===== src/rtl/dmac_pkg.sv =====
// Shared types for the DMA channel controller: FSM state encoding and AHB HTRANS codes.
package dmac_pkg;

   typedef enum logic [3:0] {
      CH_IDLE    = 4'd0,
      CH_CONFIG  = 4'd1,
      CH_SIZE    = 4'd2,
      CH_RD_REQ  = 4'd3,
      CH_RD_ADDR = 4'd4,
      CH_RD_DATA = 4'd5,
      CH_RD_CHK  = 4'd6,
      CH_WR_REQ  = 4'd7,
      CH_WR_ADDR = 4'd8,
      CH_WR_DATA = 4'd9,
      CH_WR_CHK  = 4'd10,
      CH_DONE    = 4'd11
   } dmac_ch_state_t;

   localparam logic [1:0] HTRANS_IDLE   = 2'b00;
   localparam logic [1:0] HTRANS_NONSEQ = 2'b10;
   localparam logic [1:0] HTRANS_SEQ    = 2'b11;

   function automatic logic [1:0] addr_htrans(input logic first_beat);
      return first_beat ? HTRANS_NONSEQ : HTRANS_SEQ;
   endfunction

endpackage


===== src/rtl/dmac_channel_ctrl.sv =====
// Control FSM for one DMA channel: burst read into the channel FIFO, burst write out, size decrement.
// Optional abort input enabled by defining DMAC_CH_ABORT_EN.
module dmac_channel_ctrl
   import dmac_pkg::*;
(
   input  logic       clk,
   input  logic       rst,
   input  logic       ch_en,
   input  logic       hgrant,
   input  logic       hready,
   input  logic       bs0,
   input  logic       tslb,
   input  logic       ts0,
   input  logic       fifo_full,
   input  logic       fifo_empty,
`ifdef DMAC_CH_ABORT_EN
   input  logic       ch_abort,
`endif
   output logic       s_sel,
   output logic       d_sel,
   output logic       b_sel,
   output logic       t_sel,
   output logic       s_en,
   output logic       d_en,
   output logic       ts_en,
   output logic       burst_en,
   output logic       count_en,
   output logic       h_sel,
   output logic       wr_en,
   output logic       rd_en,
   output logic       trigger,
   output logic       hbusreq,
   output logic [1:0] htrans,
   output logic       hwrite,
   output logic       ch_busy,
   output logic       ch_done
);

   dmac_ch_state_t state_q, state_d;
   logic           first_beat_q, first_beat_d;
   logic           abort_s;
   logic           abort_pend_s;

`ifdef DMAC_CH_ABORT_EN
   logic abort_q, abort_d;

   // An abort seen during an address/data phase is remembered until the beat completes.
   always_comb begin
      abort_d = 1'b0;
      if ((state_q == CH_RD_ADDR) || (state_q == CH_RD_DATA) ||
          (state_q == CH_WR_ADDR) || (state_q == CH_WR_DATA)) begin
         abort_d = abort_q | ch_abort;
      end else begin
         abort_d = 1'b0;
      end
   end

   // Abort memory register.
   always_ff @(posedge clk) begin
      if (rst) begin
         abort_q <= 1'b0;
      end else begin
         abort_q <= abort_d;
      end
   end

   assign abort_s      = ch_abort;
   assign abort_pend_s = abort_q | ch_abort;
`else
   assign abort_s      = 1'b0;
   assign abort_pend_s = 1'b0;
`endif

   // Next-state and output decode; only the hready-qualified strobes depend on live inputs.
   always_comb begin
      state_d      = state_q;
      first_beat_d = first_beat_q;
      s_sel        = 1'b0;
      d_sel        = 1'b0;
      b_sel        = 1'b0;
      t_sel        = 1'b0;
      s_en         = 1'b0;
      d_en         = 1'b0;
      ts_en        = 1'b0;
      burst_en     = 1'b0;
      count_en     = 1'b0;
      h_sel        = 1'b0;
      wr_en        = 1'b0;
      rd_en        = 1'b0;
      trigger      = 1'b0;
      hbusreq      = 1'b0;
      htrans       = HTRANS_IDLE;
      hwrite       = 1'b0;
      ch_busy      = (state_q != CH_IDLE);
      ch_done      = 1'b0;

      case (state_q)
         CH_IDLE: begin
            if (abort_s) begin
               state_d = CH_DONE;
            end else if (ch_en) begin
               state_d = CH_CONFIG;
            end else begin
               state_d = CH_IDLE;
            end
         end
         CH_CONFIG: begin
            s_en  = 1'b1;
            s_sel = 1'b1;
            d_en  = 1'b1;
            d_sel = 1'b1;
            ts_en = 1'b1;
            t_sel = 1'b1;
            state_d = abort_s ? CH_DONE : CH_SIZE;
         end
         CH_SIZE: begin
            first_beat_d = 1'b1;
            if (abort_s || ts0) begin
               state_d = CH_DONE;
            end else begin
               // A remainder shorter than the burst is moved one word per burst.
               burst_en = 1'b1;
               b_sel    = tslb;
               state_d  = CH_RD_REQ;
            end
         end
         CH_RD_REQ: begin
            hbusreq      = 1'b1;
            first_beat_d = 1'b1;
            if (abort_s) begin
               state_d = CH_DONE;
            end else if (hgrant) begin
               state_d = CH_RD_ADDR;
            end else begin
               state_d = CH_RD_REQ;
            end
         end
         CH_RD_ADDR: begin
            hbusreq = 1'b1;
            if (fifo_full) begin
               state_d = abort_s ? CH_DONE : CH_RD_ADDR;
            end else begin
               htrans       = addr_htrans(first_beat_q);
               first_beat_d = 1'b0;
               state_d      = CH_RD_DATA;
            end
         end
         CH_RD_DATA: begin
            hbusreq = 1'b1;
            if (hready) begin
               wr_en    = 1'b1;
               count_en = 1'b1;
               s_en     = 1'b1;
               state_d  = abort_pend_s ? CH_DONE : CH_RD_CHK;
            end else begin
               state_d = CH_RD_DATA;
            end
         end
         CH_RD_CHK: begin
            if (abort_s) begin
               state_d = CH_DONE;
            end else if (bs0) begin
               state_d = CH_WR_REQ;
            end else if (hgrant) begin
               state_d = CH_RD_ADDR;
            end else begin
               state_d = CH_RD_REQ;
            end
         end
         CH_WR_REQ: begin
            hbusreq      = 1'b1;
            h_sel        = 1'b1;
            hwrite       = 1'b1;
            first_beat_d = 1'b1;
            if (abort_s) begin
               state_d = CH_DONE;
            end else if (hgrant) begin
               state_d = CH_WR_ADDR;
            end else begin
               state_d = CH_WR_REQ;
            end
         end
         CH_WR_ADDR: begin
            hbusreq = 1'b1;
            h_sel   = 1'b1;
            hwrite  = 1'b1;
            if (fifo_empty) begin
               state_d = abort_s ? CH_DONE : CH_WR_ADDR;
            end else begin
               htrans       = addr_htrans(first_beat_q);
               first_beat_d = 1'b0;
               state_d      = CH_WR_DATA;
            end
         end
         CH_WR_DATA: begin
            hbusreq = 1'b1;
            h_sel   = 1'b1;
            hwrite  = 1'b1;
            trigger = 1'b1;
            if (hready) begin
               rd_en    = 1'b1;
               count_en = 1'b1;
               d_en     = 1'b1;
               state_d  = abort_pend_s ? CH_DONE : CH_WR_CHK;
            end else begin
               state_d = CH_WR_DATA;
            end
         end
         CH_WR_CHK: begin
            if (abort_s) begin
               state_d = CH_DONE;
            end else if (bs0) begin
               ts_en   = 1'b1;
               state_d = CH_SIZE;
            end else if (hgrant) begin
               state_d = CH_WR_ADDR;
            end else begin
               state_d = CH_WR_REQ;
            end
         end
         CH_DONE: begin
            ch_done = 1'b1;
            state_d = CH_IDLE;
         end
         default: begin
            state_d = CH_IDLE;
         end
      endcase
   end

   // State and burst-position registers.
   always_ff @(posedge clk) begin
      if (rst) begin
         state_q      <= CH_IDLE;
         first_beat_q <= 1'b1;
      end else begin
         state_q      <= state_d;
         first_beat_q <= first_beat_d;
      end
   end

endmodule


===== config.mk =====
export PLATFORM = sky130hd
export DESIGN_NAME = dmac_channel_ctrl
export DESIGN_NICKNAME = d
export VERILOG_FILES = /design/src/rtl/dmac_pkg.sv /design/src/rtl/dmac_channel_ctrl.sv
export SDC_FILE = /design/constraint.sdc
export NUM_CORES = 1
export LEC_CHECK = 0
export CAP_MARGIN = 20
export CORE_MARGIN = 2
export CORE_UTILIZATION = 28
export CTS_BUF_LIST = sky130_fd_sc_hd__clkbuf_2
export CTS_CLUSTER_DIAMETER = 50
export CTS_CLUSTER_SIZE = 25
export DETAILED_ROUTE_END_ITERATION = 16
export MAX_ROUTING_LAYER = met4
export PLACE_DENSITY = 0.6
export SKIP_LAST_GASP = 1
export SLEW_MARGIN = 20
export SYNTH_ARGS = -nofsm -noshare
export SYNTH_HDL_FRONTEND = slang
export SYNTH_SLANG_ARGS = --single-unit

===== constraint.sdc =====
create_clock -name clk -period 2.6 [get_ports clk]
set_input_delay 0.52 -clock clk [delete_from_list [all_inputs] [get_ports clk]]
set_output_delay 0.52 -clock clk [all_outputs]
set_load 0.1 [all_outputs]

Word-level counts from Yosys, hierarchy flattened
Cells that the tools add are included.
{"block": "op_classes", "n_eq_ne": 13, "n_mux": 35, "n_reduce_logical": 8}
{"op": "case mux 4 bit (11 select lines)", "count": 1}
{"op": "2-to-1 mux 1 bit", "count": 20}
{"op": "equality test 4 x 3 -> 1 bit, second input constant", "count": 4}
{"op": "equality test 4 bit, second input constant", "count": 4}
{"op": "2-to-1 mux 4 bit", "count": 3}
{"op": "equality test 4 x 2 -> 1 bit, second input constant", "count": 2}
{"op": "2-to-1 mux 2 bit", "count": 4}
{"op": "2-to-1 mux 3 bit", "count": 2}
{"op": "case mux 1 bit (2 select lines)", "count": 3}
{"op": "OR reduction 3 bit", "count": 2}
{"op": "OR reduction 6 bit", "count": 1}
{"op": "equality test 4 x 1 -> 1 bit, second input constant", "count": 1}
{"op": "zero test 4 bit", "count": 1}
{"op": "inequality test 2 bit, second input constant", "count": 2}
{"op": "case mux 2 bit (2 select lines)", "count": 1}
{"op": "nonzero test 4 bit", "count": 1}
{"op": "case mux 1 bit (3 select lines)", "count": 1}
{"op": "AND reduction 3 bit", "count": 1}
{"op": "nonzero test 3 bit", "count": 1}
{"op": "OR reduction 2 bit", "count": 1}
{"block": "totals", "elab_cells": 58, "out_inout_bits": 19, "reg_bits": 5, "inputBits": 10}

Depth between registers and ports, before layout
Gate-level depths: netlist of run 1.
{"block": "logic_depth", "word_depth": 4, "ltp_mapped": 6}

Least setup slack after synthesis of run 1
OpenSTA, ideal clock, no wires.
{"block": "synth_path", "path_kind": "register -> output", "start": "register state_q[0]", "end": "output port b_sel", "arrival_ns": 4.525, "setup_slack_ns": -2.445, "path_stages_with_launch": 5, "path_cell_list": "dfxtp_1 -> buf_2 -> nand2b_1 -> nor4_1 -> and2_1"}
{"block": "synth_between", "elab_chain_len": 2}
{"item": "from (decl)", "line_no": "dmac_channel_ctrl.sv:39", "rtl": "dmac_ch_state_t state_q, state_d;"}
{"item": "from (signal assigned)", "line_no": "dmac_channel_ctrl.sv:237", "rtl": "state_q <= state_d;"}
{"item": "equality test 4 x 2 -> 1 bit", "line_no": "dmac_channel_ctrl.sv:97", "rtl": "case (state_q)"}
{"item": "2-to-1 mux 1 bit", "line_no": "dmac_channel_ctrl.sv:97"}
{"item": "to (decl)", "line_no": "dmac_channel_ctrl.sv:21", "rtl": "output logic b_sel,"}
No other way between the ends.

Worst setup path in the final report of run 1
{"block": "layout_path", "start": "register state_q[1]", "end": "output port t_sel"}
{"block": "layout_between", "elab_chain_len": 2}
{"item": "equality test 4 x 1 -> 1 bit", "line_no": "dmac_channel_ctrl.sv:97"}
{"item": "2-to-1 mux 1 bit", "line_no": "dmac_channel_ctrl.sv:97"}
{"item": "to (decl)", "line_no": "dmac_channel_ctrl.sv:22", "rtl": "output logic t_sel,"}
No other way between the ends.

==> impl_results.md, run 1 <==
* Outcome: finished, final reports clean
* Slowest CP cell: nor3_2
* Clock root buffer: clkbuf_2
* CP endpoint kind: primary output
* Vias per cell at 4.992
* Longest Clk Path Bufs at 2
* Fin nets at 117
* Slew @ Worst Pin at approximately 0.52 ns
* Worst-skew pair later-pin latency at about 0.21 ns
* Total Neg Setup Slack at 0 ns
* Core Box Area at 1922 um2
* Setup ws final at 0.3513 ns
* Sink Count at 5
* Sequential area share after synthesis at 0.1778
* Post-CTS Setup Bufs at 0
* Overall Global Routing Usage at 0.1447
* Largest net degree at the start of global routing at 17
* GPL Wtd Cong at approximately 0.76
* Fill cell count at 189
* Crit-path max FO at 13
* Worst slack, placed at 0.3478 ns
* DRC Markers at 0
* Post-CTS Resized at 0
* Cell area after layout at 1087 um2
* CP max stage delay at ~0.45 ns
* Global Route met3 Usage at 0.02761
* Final hold violation count at 0
* Detail Placement HPWL at about 1.2 mm
* FP Rows at 16
* Post-route ant nets at 0
* Clock skew at 0.001656 ns
* Post-Syn Nets at 91
* Distinct cells, synth at 35
* Die Y at slightly below 50 um
* Worst EP required at ~2.1 ns
* Area after DPL at 1067 um2
* Min Tclk post-route at 2.249 ns
* Static leakage at around 0.00042 uW
* H-tree depth at 1
* Initial cell density of the core at 0.2930
* Min-Delay Path Class: flip-flop to flip-flop
* Die area at 2385 um2
* Drt wl/cell at 11.09 um
* Placed instance count at around 130
* Async S/R FF share, synth at 0
* Sum of buffers and inverters on the critical path at 2
* RSZ-0062 raised after global routing: false
* Vias at 664
* Area Growth Syn to Fin at 93.11%
* Ratio of cells with drive above 1 in the final layout at 0.3585
* Primary FF master, synth: dfxtp_1
* Port-buffer cells at 28
* Syn Area/Cell at 6.951 um2
* Pins Over Slew Limit at 0
* EDFF count, synth at 0
* Synth top area share at 0.1778
* Antenna diodes at 0
* Critical Path AT at ~1.7 ns
* Top cell type by total area after synthesis: dfxtp_1
* # IOs at 29
* Fin util at 0.5658
* CTS buffer count at 3
* Initial antenna violation count at 0
* Cells after Synth at between 80 and 90
* Clock-pin slew on the worst setup and hold paths at 0.06 ns
* # setup viols final at 0
* First-pass GRT wire length at around 2.6 mm
* Grt met2 use at 0.2466
* Warnings, synthesis at 0
* Fmax at between 0.4 and 0.5 GHz
* Max_cap viols at 0
* Register area at 100.1 um2
* Syn Std Cell Area at 563.0 um2
* CTS tree: done
* Initial DRC Count at 10
* CP delay by family, top: simple AND/OR/NAND/NOR gates
* Total gr overflow at 0
* Slew headroom at 0.6499
* WS Path Type: flip-flop to primary output
* Die width at approximately 49 um
* Pwr dens at around 590 nW/um2
* Area occupied by multi-input gates at 437.9 um2
* Hold buffer count at cts at 0
* M1 GR Usage at 0.1616
* Yosys reg bits at 5
* Most frequent cell after synthesis: nor2_1
* Worst path cell trace: inv_1 > nand2_1 > nor3_2 > buf_12
* Final Non-Filler Cells at 133
* Post-synth top cells: 11 x nor2_1, 6 x nand2b_1, 5 x dfxtp_1, 5 x nand2_1
* Top post-synthesis cells by area: dfxtp_1 18%, nor2_1 7.3%, nand2b_1 6.7%
* DRT Wirelength at 1.475 mm
* Startpoint Class: flip-flop
* Worst vdd ir at 0.3721 mV
* First-pass iteration count of the detailed router at 4
* GRT Max-Usage Layer: met2
* Vias in the first global route at between 600 and 700
* Final Cycle Share at 0.8649
-- cell type report --
| cell class | instances | area share |
|---|---|---|
| multi-input cells | 62 | 0.4028 |
| inverters | 4 | 0.01381 |
| well taps | 27 | 0.03107 |
| clock inverters | 1 | 0.004603 |
| clock buffers | 3 | 0.01381 |
| flip-flops and latches | 5 | 0.09206 |
| repair buffers | 31 | 0.4419 |
-- per-layer routing --
metal | wire length [um] | part of all wire
met1 | 662 | 0.45
met2 | 772 | 0.52
met3 | 41 | 0.028
met4 | 0 | 0
met5 | 0 | 0
-- cells in the final DEF (no fill, tap or decap), types with 2 or more instances in the layout --
cell | Yosys | layout
nand2b_1 | 6 | 6
nand3_1 | 2 | 2
inv_1 | 4 | 4
o21ai_0 | 4 | 4
a211oi_1 | 3 | 3
o22ai_2 | 1 | 3
a21oi_1 | 3 | 2
nand2_1 | 5 | 5
nor2_1 | 11 | 10
clkdlybuf4s50_1 | 0 | 9
buf_4 | 3 | 4
dfxtp_1 | 5 | 5
a21oi_2 | 1 | 2
and2_1 | 2 | 2
clkbuf_2 | 0 | 3
buf_12 | 0 | 18
a211o_1 | 2 | 2
-- power breakdown --
group	internal, uW	switching (uW)
sequential	84.2	20.3
clock	34.7	32.6
combinational	162	313
total	281	366
-- flip-flops by register name, indices dropped and copies added (netlist names) --
signal,flops
first_beat_q,1
state_q,4
-- worst reg2reg max path, delay by kind of cell (launching register included) --
family	cells	cell delay (ns)
AND/OR/NAND/NOR	1	0.54
AO/OA/AOI/OAI	3	0.34
buffers and inverters	1	0.20
flip-flops	1	0.35
-- cell families (layout without fill, tap and decap cells) --
| kind of cell | after synthesis | in the layout | share of synthesized area |
|---|---|---|---|
| buf+inv | 14 | 39 | 0.1333 |
| fa+ha+maj | 1 | 1 | 0.01778 |
| flops | 5 | 5 | 0.1778 |
| mux | 2 | 2 | 0.03778 |
| compound gates | 24 | 24 | 0.3089 |
| simple gates | 35 | 35 | 0.3245 |
-- worst paths after layout --
check                       startpoint                   endpoint  slack [ns]  depth (start not counted)
max              state_q[1]$_SDFF_PP0_                      t_sel        0.35                          4
min          first_beat_q$_SDFFE_PP1P_  first_beat_q$_SDFFE_PP1P_        0.53                          1
max reg2reg      state_q[2]$_SDFF_PP0_      state_q[0]$_SDFF_PP0_        1.12                          5
min reg2reg  first_beat_q$_SDFFE_PP1P_  first_beat_q$_SDFFE_PP1P_        0.53                          1
-- per-stage QoR --
stage,hold slack [ns],power [uW]
2_1_floorplan,0.5001,437.1
3_3_place_gp,0.5198,582.3
3_5_place_dp,0.5178,583.4
4_1_cts,0.5365,655.2
5_1_grt,0.5496,681.6
6_report,0.5335,646.7
Power figures use the tool's default switching activity.
==> run 2: changes to the inputs <==
--- a/config.mk
+++ b/config.mk
@@ -5,10 +5,8 @@
 export SDC_FILE = /design/constraint.sdc
 export NUM_CORES = 1
 export LEC_CHECK = 0
-export CAP_MARGIN = 20
 export CORE_MARGIN = 2
 export CORE_UTILIZATION = 28
-export CTS_BUF_LIST = sky130_fd_sc_hd__clkbuf_2
 export CTS_CLUSTER_DIAMETER = 50
 export CTS_CLUSTER_SIZE = 25
 export DETAILED_ROUTE_END_ITERATION = 16
==> run 2 against run 1 <==
- sequential power hardly changed
- sequential cell count did not move
- register-to-register slack about the same
- final cell count is the same
- clock power up 34%
- highest routed layer is now met4
==> impl_results.md, run 2 (same netlist as run 1, synthesis figures left out) <==
* Outcome: finished, final reports clean
* Largest net degree at the start of global routing at 17
* Worst EP required at 2.08 ns
* Vias per cell at approximately 5.0
* WS Path Type: flip-flop to primary output
* Pins Over Slew Limit at 0
* Placed instance count at 129
* Crit path launch: state_q[1]$_SDFF_PP0_
* Reg2reg start: state_q[2]$_SDFF_PP0_
* H-tree depth at 1
* Max_cap viols at 0
* Reg with most FFs: state_q
* Clock-pin slew on the worst setup and hold paths at 0.04 ns
* Initial cell density of the core at 0.2930
* Fmax at approximately 0.44 GHz
* Min-Delay Path Class: flip-flop to flip-flop
* Global Route met3 Usage at 0.02761
* Antenna diodes at 0
* Max FFs per register at 4
* Area Growth Syn to Fin at 94.44%
* Biggest regs: state_q (4), first_beat_q (1)
* Drt wl/cell at 11.28 um
* Fin nets at 117
* Sink Count at 5
* Initial DRC Count at 10
* CP max stage delay at 0.45 ns
* Startpoint Class: flip-flop
* Worst slack, placed at ~0.35 ns
* Most frequent cells in the layout: 18 x buf_12, 10 x nor2_1, 9 x clkdlybuf4s50_1
* Longest Clk Path Bufs at 2
* Post-CTS Resized at 0
* # IOs at 29
* Setup ws final at roughly 0.33 ns
* Critical Path AT at 1.75 ns
* Crit-path max FO at 13
* Grt met2 use at 0.2466
* GPL Wtd Cong at 0.7612
* Min Tclk post-route at about 2.3 ns
* Final hold violation count at 0
* Worst vdd ir at 0.3980 mV
* Hold buffer count at cts at 0
* Ratio of cells with drive above 1 in the final layout at 0.3585
* Worst Min Path Start: first_beat_q$_SDFFE_PP1P_
* Slew @ Worst Pin at 0.5223 ns
* Vias at 664
* Total gr overflow at 0
* CTS tree: done
* Slowest CP cell: nor3_2
* M1 GR Usage at 0.1616
* Most common cell after layout, fill and taps aside: buf_12
* # setup viols final at 0
* Pwr dens at 612.2 nW/um2
* CP delay by family, top: simple AND/OR/NAND/NOR gates
* Die Y at 48.84 um
* Port-buffer cells at 28
* First-pass GRT wire length at 2.663 mm
* CTS buffer count at 3
* RSZ-0062 raised after global routing: false
* Static leakage at 0.0004166 uW
* Area after DPL at about 1100 um2
* Overall Global Routing Usage at 0.1507
* DRC Markers at 0
* Final Non-Filler Cells at 133
* Die area at 2385 um2
* Final Cycle Share at 0.8747
* Post-route ant nets at 0
* First-pass iteration count of the detailed router at 4
* CP endpoint kind: primary output
* Detail Placement HPWL at 1.211 mm
* GRT Max-Usage Layer: met2
* FP Rows at 16
* Slew headroom at 0.6499
* Clock skew at 0.0002378 ns
* DRT Wirelength at 1.500 mm
* Vias in the first global route at 638
* Core Box Area at 1922 um2
* Fin util at 0.5697
* Clock root buffer: clkbuf_4
* Worst-skew pair later-pin latency at 0.24 ns
* Cell area after layout at 1095 um2
* Worst path cell trace: inv_1 > nand2_1 > nor3_2 > buf_12
* Sum of buffers and inverters on the critical path at 2
* Initial antenna violation count at 0
* Post-CTS Setup Bufs at 0
* Die width at about 50 um
## run 2: changes by cell type in the layout (fill, tap and decap cells not counted)
cell | previous run | this run
clkbuf_2 | 3 | 0
clkbuf_4 | 0 | 3
## run 2: path summary, 6_finish.rpt
path,slack [ns],cells after the start,end
setup / recovery,0.33,4,t_sel
hold / removal,0.53,1,first_beat_q$_SDFFE_PP1P_
setup reg to reg,1.13,5,state_q[0]$_SDFF_PP0_
hold reg to reg,0.53,1,first_beat_q$_SDFFE_PP1P_
## run 2: report_power, final
group          internal, uW  total, uW  switching [uW]  leakage, uW
Clock                  55.8       90.5            34.7    0.0000177
Combinational           162        475             313     0.000358
Sequential             84.5        105            20.3    0.0000409
Total                   302        670             368     0.000417
## run 2: area by class of cell
type	instances	area [um2]
Clock inverter	1	5.005
Fill cell	189	827.0
Multi-Input combinational cell	62	437.9
Clock buffer	3	22.52
Sequential cell	5	100.1
Inverter	4	15.01
Tap cell	27	33.78
Timing Repair Buffer	31	480.5
## run 2: through the flow
step,total power (uW),TNS [ns],hold slack (ns)
2_1_floorplan,437.1,-2.795,0.5001
3_3_place_gp,582.3,0,0.5198
3_5_place_dp,583.4,0,0.5178
4_1_cts,679.3,0,0.5325
5_1_grt,705.0,0,0.5456
6_report,670.3,0,0.5299
## run 2: metal layers
layer | wire length (um) | share of wire
met1 | 657 | 0.44
met2 | 743 | 0.50
met3 | 53 | 0.035
met4 | 45 | 0.030
met5 | 0 | 0
